--- src/rtl/nibble_demux_loader.sv ---
// nibble_demux_loader: 1-to-8 nibble demux filling a frame of slots; optional overrun flag via DEMUX_OVERRUN_EN
module nibble_demux_loader (
   input  logic       clk,
   input  logic       rst,
   input  logic [3:0] din,
   input  logic       din_valid,
   output logic       din_ready,
   input  logic [2:0] sel,
   input  logic       auto_mode,
   input  logic       ack,
   output logic [3:0] y0,
   output logic [3:0] y1,
   output logic [3:0] y2,
   output logic [3:0] y3,
   output logic [3:0] y4,
   output logic [3:0] y5,
   output logic [3:0] y6,
   output logic [3:0] y7,
   output logic [7:0] slot_full,
   output logic [2:0] ptr,
   output logic       frame_done
`ifdef DEMUX_OVERRUN_EN
   ,
   output logic       overrun
`endif
);
   typedef enum logic {LOAD, HOLD} state_t;
   state_t state;
   logic [3:0] y [8];
   logic [2:0] idx;
   logic [7:0] nxt_full;
   always_comb begin
      idx = auto_mode ? ptr : sel;
      nxt_full = slot_full | (8'd1 << idx);
   end
   assign din_ready = (state == LOAD);
   assign y0 = y[0];
   assign y1 = y[1];
   assign y2 = y[2];
   assign y3 = y[3];
   assign y4 = y[4];
   assign y5 = y[5];
   assign y6 = y[6];
   assign y7 = y[7];
   always_ff @(posedge clk) begin
      if (rst) begin
         state <= LOAD;
         for (int i = 0; i < 8; i++) y[i] <= 4'd0;
         slot_full <= 8'd0;
         ptr <= 3'd0;
         frame_done <= 1'b0;
`ifdef DEMUX_OVERRUN_EN
         overrun <= 1'b0;
`endif
      end else begin
         frame_done <= 1'b0;
         if (state == HOLD) begin
            if (ack) begin
               state <= LOAD;
               slot_full <= 8'd0;
               ptr <= 3'd0;
`ifdef DEMUX_OVERRUN_EN
               overrun <= 1'b0;
            end else if (din_valid) begin
               overrun <= 1'b1;
`endif
            end
         end else if (din_valid) begin
            y[idx] <= din;
            slot_full <= nxt_full;
            if (auto_mode) ptr <= ptr + 3'd1;
            if (&nxt_full) begin
               state <= HOLD;
               frame_done <= 1'b1;
            end
         end
      end
   end
endmodule

--- config.mk ---
export PLATFORM = sky130hd
export DESIGN_NAME = nibble_demux_loader
export DESIGN_NICKNAME = d
export VERILOG_FILES = /design/src/rtl/nibble_demux_loader.sv
export SDC_FILE = /design/constraint.sdc
export NUM_CORES = 1
export LEC_CHECK = 0
export CAP_MARGIN = 10
export CORE_ASPECT_RATIO = 0.5
export CORE_MARGIN = 5
export CORE_UTILIZATION = 40
export DETAILED_ROUTE_END_ITERATION = 12
export PLACE_DENSITY = 0.82
export SLEW_MARGIN = 20
export SYNTH_ARGS = -nofsm -noshare
export SYNTH_HDL_FRONTEND = slang
export SYNTH_SLANG_ARGS = --single-unit
--- constraint.sdc ---
create_clock -name clk -period 1.45 [get_ports clk]
set_input_delay 0.2175 -clock clk [delete_from_list [all_inputs] [get_ports clk]]
set_output_delay 0.2175 -clock clk [all_outputs]
set_load 0.01 [all_outputs]
==> results.md <==
- The area growth from synthesis to layout is 55.4%.
- In this run the count of I/O pins placed on the die edge is 57.
- The horizontal die dimension is 108 um.
- Grouping stages by cell kind, the critical path spends the most delay in buffers and inverters.
- Of the available clock period, the critical path in the final layout requires 97.9%.
- After clock tree synthesis, the flow added hold-fix buffers numbering 0.
- In this run, distinct cell masters in the synthesized netlist total 37.
- The number of flops mapped to enable cells by yosys is 32.
- The clock passes through at most 2 buffers.
- The number of setup buffers added after CTS is 0.
- The Yosys step of the flow raised 0 warnings.
- The final critical-path required period is 1.42 ns.
- The main combinational cell family by area after synthesis is simple AND/OR/NAND/NOR gates.
- Among all flip-flop cells after synthesis, the most frequent one is edfxtp_1.
- The number of global-route vias before repair is 1490.
- The cell at the root of the clock tree is clkbuf_8.
- The netlist area before placement is 0.00193 sq mm.
- The count of buffers inserted at the top-level ports is 56.
- The initial standard-cell utilization of the core is 42.6%.
- The sequential share of the synthesized area is 63.2%.
- The per-cell via count in the routed design is 4.91.
- Buffers inserted during clock tree synthesis total 5.
- The tightest min-delay check is of the in -> reg type.
- The area fraction in compound gates after synthesis is 8.61%.
- The category of the critical setup timing path is reg -> out.
- The design draws 2.63 mW.
- In this run the remaining antenna-violating nets after routing total 0.
- The run finished with clean final reports.
- After Yosys synthesis, full adders, half adders and majority gates account for 0.648% of the synthesized area.
- The worst-margin pin slew is 0.334 ns.
- The maximum clock rate is 704 MHz.
- Summing over every cut layer, the via total after detailed routing is 1517.
- The total of endpoints with negative setup slack in the final report is 0.
- Entering global routing, the biggest net connects 16 pins.
- The synthesized netlist devotes 0.907% of its cell area to XOR and XNOR gates.
- In the layout the commonest cells are clkdlybuf4s50_1, and2_1, edfxtp_1.
- The worst ir drop on vdd is 371 uV.
- Across the run, the number of max-cap violations was 0.
- The worst setup path is captured at a primary output.
- The placed standard-cell area is 0.00276 sq mm.
- Of all nets on the critical path, the largest fanout is 1.
- The mean instance size in the synthesized netlist is 12.5 sq um.
- After detailed routing, the total wire length is 4870 um.
- The floorplan has 17 rows.
- Counting every instance in the synthesized netlist gives 155.
- Measured against the total synthesized area, the mux share comes to 2.40%.
- At the end of the flow the core is filled with cells to 66.3%.
- The count of final max-slew check failures is 0.
- The number of nets in the final layout is 255.
- The wire length of the first global-routing pass is 7490 um.
- The total global routing track utilization is 15.6%.
- The die is 59.1 um tall.
- After the first detailed-routing iteration, the DRC count stood at 113.
- Leaving out fill and tap cells, the most frequent cell in the layout is clkdlybuf4s50_1.
- The final hold violation count was 0.
- Together, buffers and inverters on the worst path number 1.
- The total leakage power is 1.30 nW.
- The full die area is 0.00640 sq mm.
- The power density of the placed cells is 875 mW/mm^2.
- The residual overflow from global routing is 0.
- The delay contributed by the slowest stage of the critical path is 0.54 ns.
- The kind of start point of the critical path is a flop.
- After floorplanning, the core was sized to cover 0.00453 sq mm.
- In the synthesized netlist the async set-or-reset flop fraction comes to 0%.
- The synthesized net count is 168.
- The source-to-sink clock delay at the later pin of the worst-skew pair is 0.31 ns.
- The count of clock tree sinks is 45.
- Synthesis inferred 45 register bits.
- The post-route netlist has 30.0% of its cells at a drive strength greater than 1.
- The initial antenna violation count came to 0.
- Measured against its own limit, the worst slew margin works out to 77.6%.
- Traced cell by cell, the critical path runs through clkdlybuf4s50_1.
- The final weighted congestion of routability-driven global placement is 0.950.
- The number of inserted diodes is 0.
- The half-perimeter wire length after detailed placement is 3510 um.
- The count of unresolved DRC violations after routing is 0.
- In this run the number of H-tree levels came out at 2.
- Adding up every negative setup slack in the final design gives 0 ns.
- The TritonCTS clock tree is built.
- For this design, the slowest cell found on the critical path is clkdlybuf4s50_1.
- The first-pass detailed-route iteration total is 4.
- The worst path arrival time is 1.20 ns.
- The post-route cell area is 0.00300 sq mm.
- For the worst setup path, the data required time is 1.23 ns.
- After clock tree synthesis, the clock-pin slew on the worst setup and hold paths is 0.09 ns.
- Setup repair after global routing could not meet its margin everywhere.
- The worst clock skew is 0.00761 ns.
- The wire length per cell is 15.7 um.
- The synthesized netlist devotes 22.5% of its cell area to simple gates.
## cell families (layout without fill, tap and decap cells)
group           after synthesis  count (layout)
flops                        45              45
fa+ha+maj                     1               1
mux                           4               4
buf+inv                       5              93
compound gates               22              22
simple gates                 76              76
xor+xnor                      2               2
## metal layers
| layer | vias up | global-route usage, % | wire (um) |
|---|---|---|---|
| met5 | - | 0 | 0 |
| li1 | 723 | - | - |
| met2 | 49 | 26.7 | 2490 |
| met3 | 8 | 4.35 | 273 |
| met1 | 737 | 18.2 | 2030 |
| met4 | 0 | 8.45 | 68 |
## flip-flops by register name, summed over array words and instances, names as in the netlist
signal      flops
y              32
slot_full       8
ptr             3
frame_done      1
state           1
## per-stage QoR
stage          instances  hold slack (ns)  worst slack, ns
2_1_floorplan        155            0.416          -0.0334
3_3_place_gp         301            0.475           -0.596
3_5_place_dp         301            0.488           -0.632
4_1_cts              309            0.514          -0.0201
5_1_grt              309            0.431          -0.0144
6_report             309            0.409           0.0303
## cell type report
class | count | area (sq um)
fillers | 324 | 1530
flip-flops and latches | 45 | 1230
multi-input cells | 105 | 827
repair buffers | 83 | 761
well taps | 66 | 82.6
clock buffers | 5 | 68.8
clock inverters | 3 | 21.3
inverters | 2 | 7.51
## power by group
part | internal [mW] | switching [mW] | total, mW | leakage, nW
logic | 0.206 | 0.182 | 0.388 | 0.809
clock network | 0.342 | 0.449 | 0.791 | 0.0445
registers | 1.42 | 0.0253 | 1.45 | 0.441
total | 1.97 | 0.656 | 2.63 | 1.30
## Yosys cell counts, types with 2 or more instances
| cell | n | share of area, % |
|---|---|---|
| a21o_1 | 3 | 1.2 |
| a21oi_1 | 4 | 1.0 |
| and2_1 | 34 | 11 |
| buf_6 | 2 | 1.2 |
| dfxtp_1 | 13 | 13 |
| edfxtp_1 | 32 | 50 |
| inv_1 | 2 | 0.39 |
| mux2i_1 | 2 | 1.0 |
| nand2_1 | 9 | 1.7 |
| nand3_1 | 3 | 0.78 |
| nor2_1 | 11 | 2.1 |
| nor2b_1 | 2 | 0.65 |
| o21a_1 | 5 | 1.9 |
| o21ai_0 | 2 | 0.52 |
| or2_2 | 8 | 2.6 |
| xnor2_1 | 2 | 0.91 |
## worst paths after layout
check	startpoint	end	slack (ns)	depth (start not counted)
max	y[0][3]	y0[3]	0.03	1
min	auto_mode	ptr[1]	0.41	4
max reg2reg	ptr[0]	state	0.03	5
min reg2reg	slot_full[0]	slot_full[0]	0.51	1
## what timing repair did
action	4_1_cts	5_1_grt
hold endpoints to repair	0	0
pin swaps	1	4
gates resized for setup	29	37
endpoints found under the setup margin	86	71
Note: power is estimated with default switching activity, not from simulation.
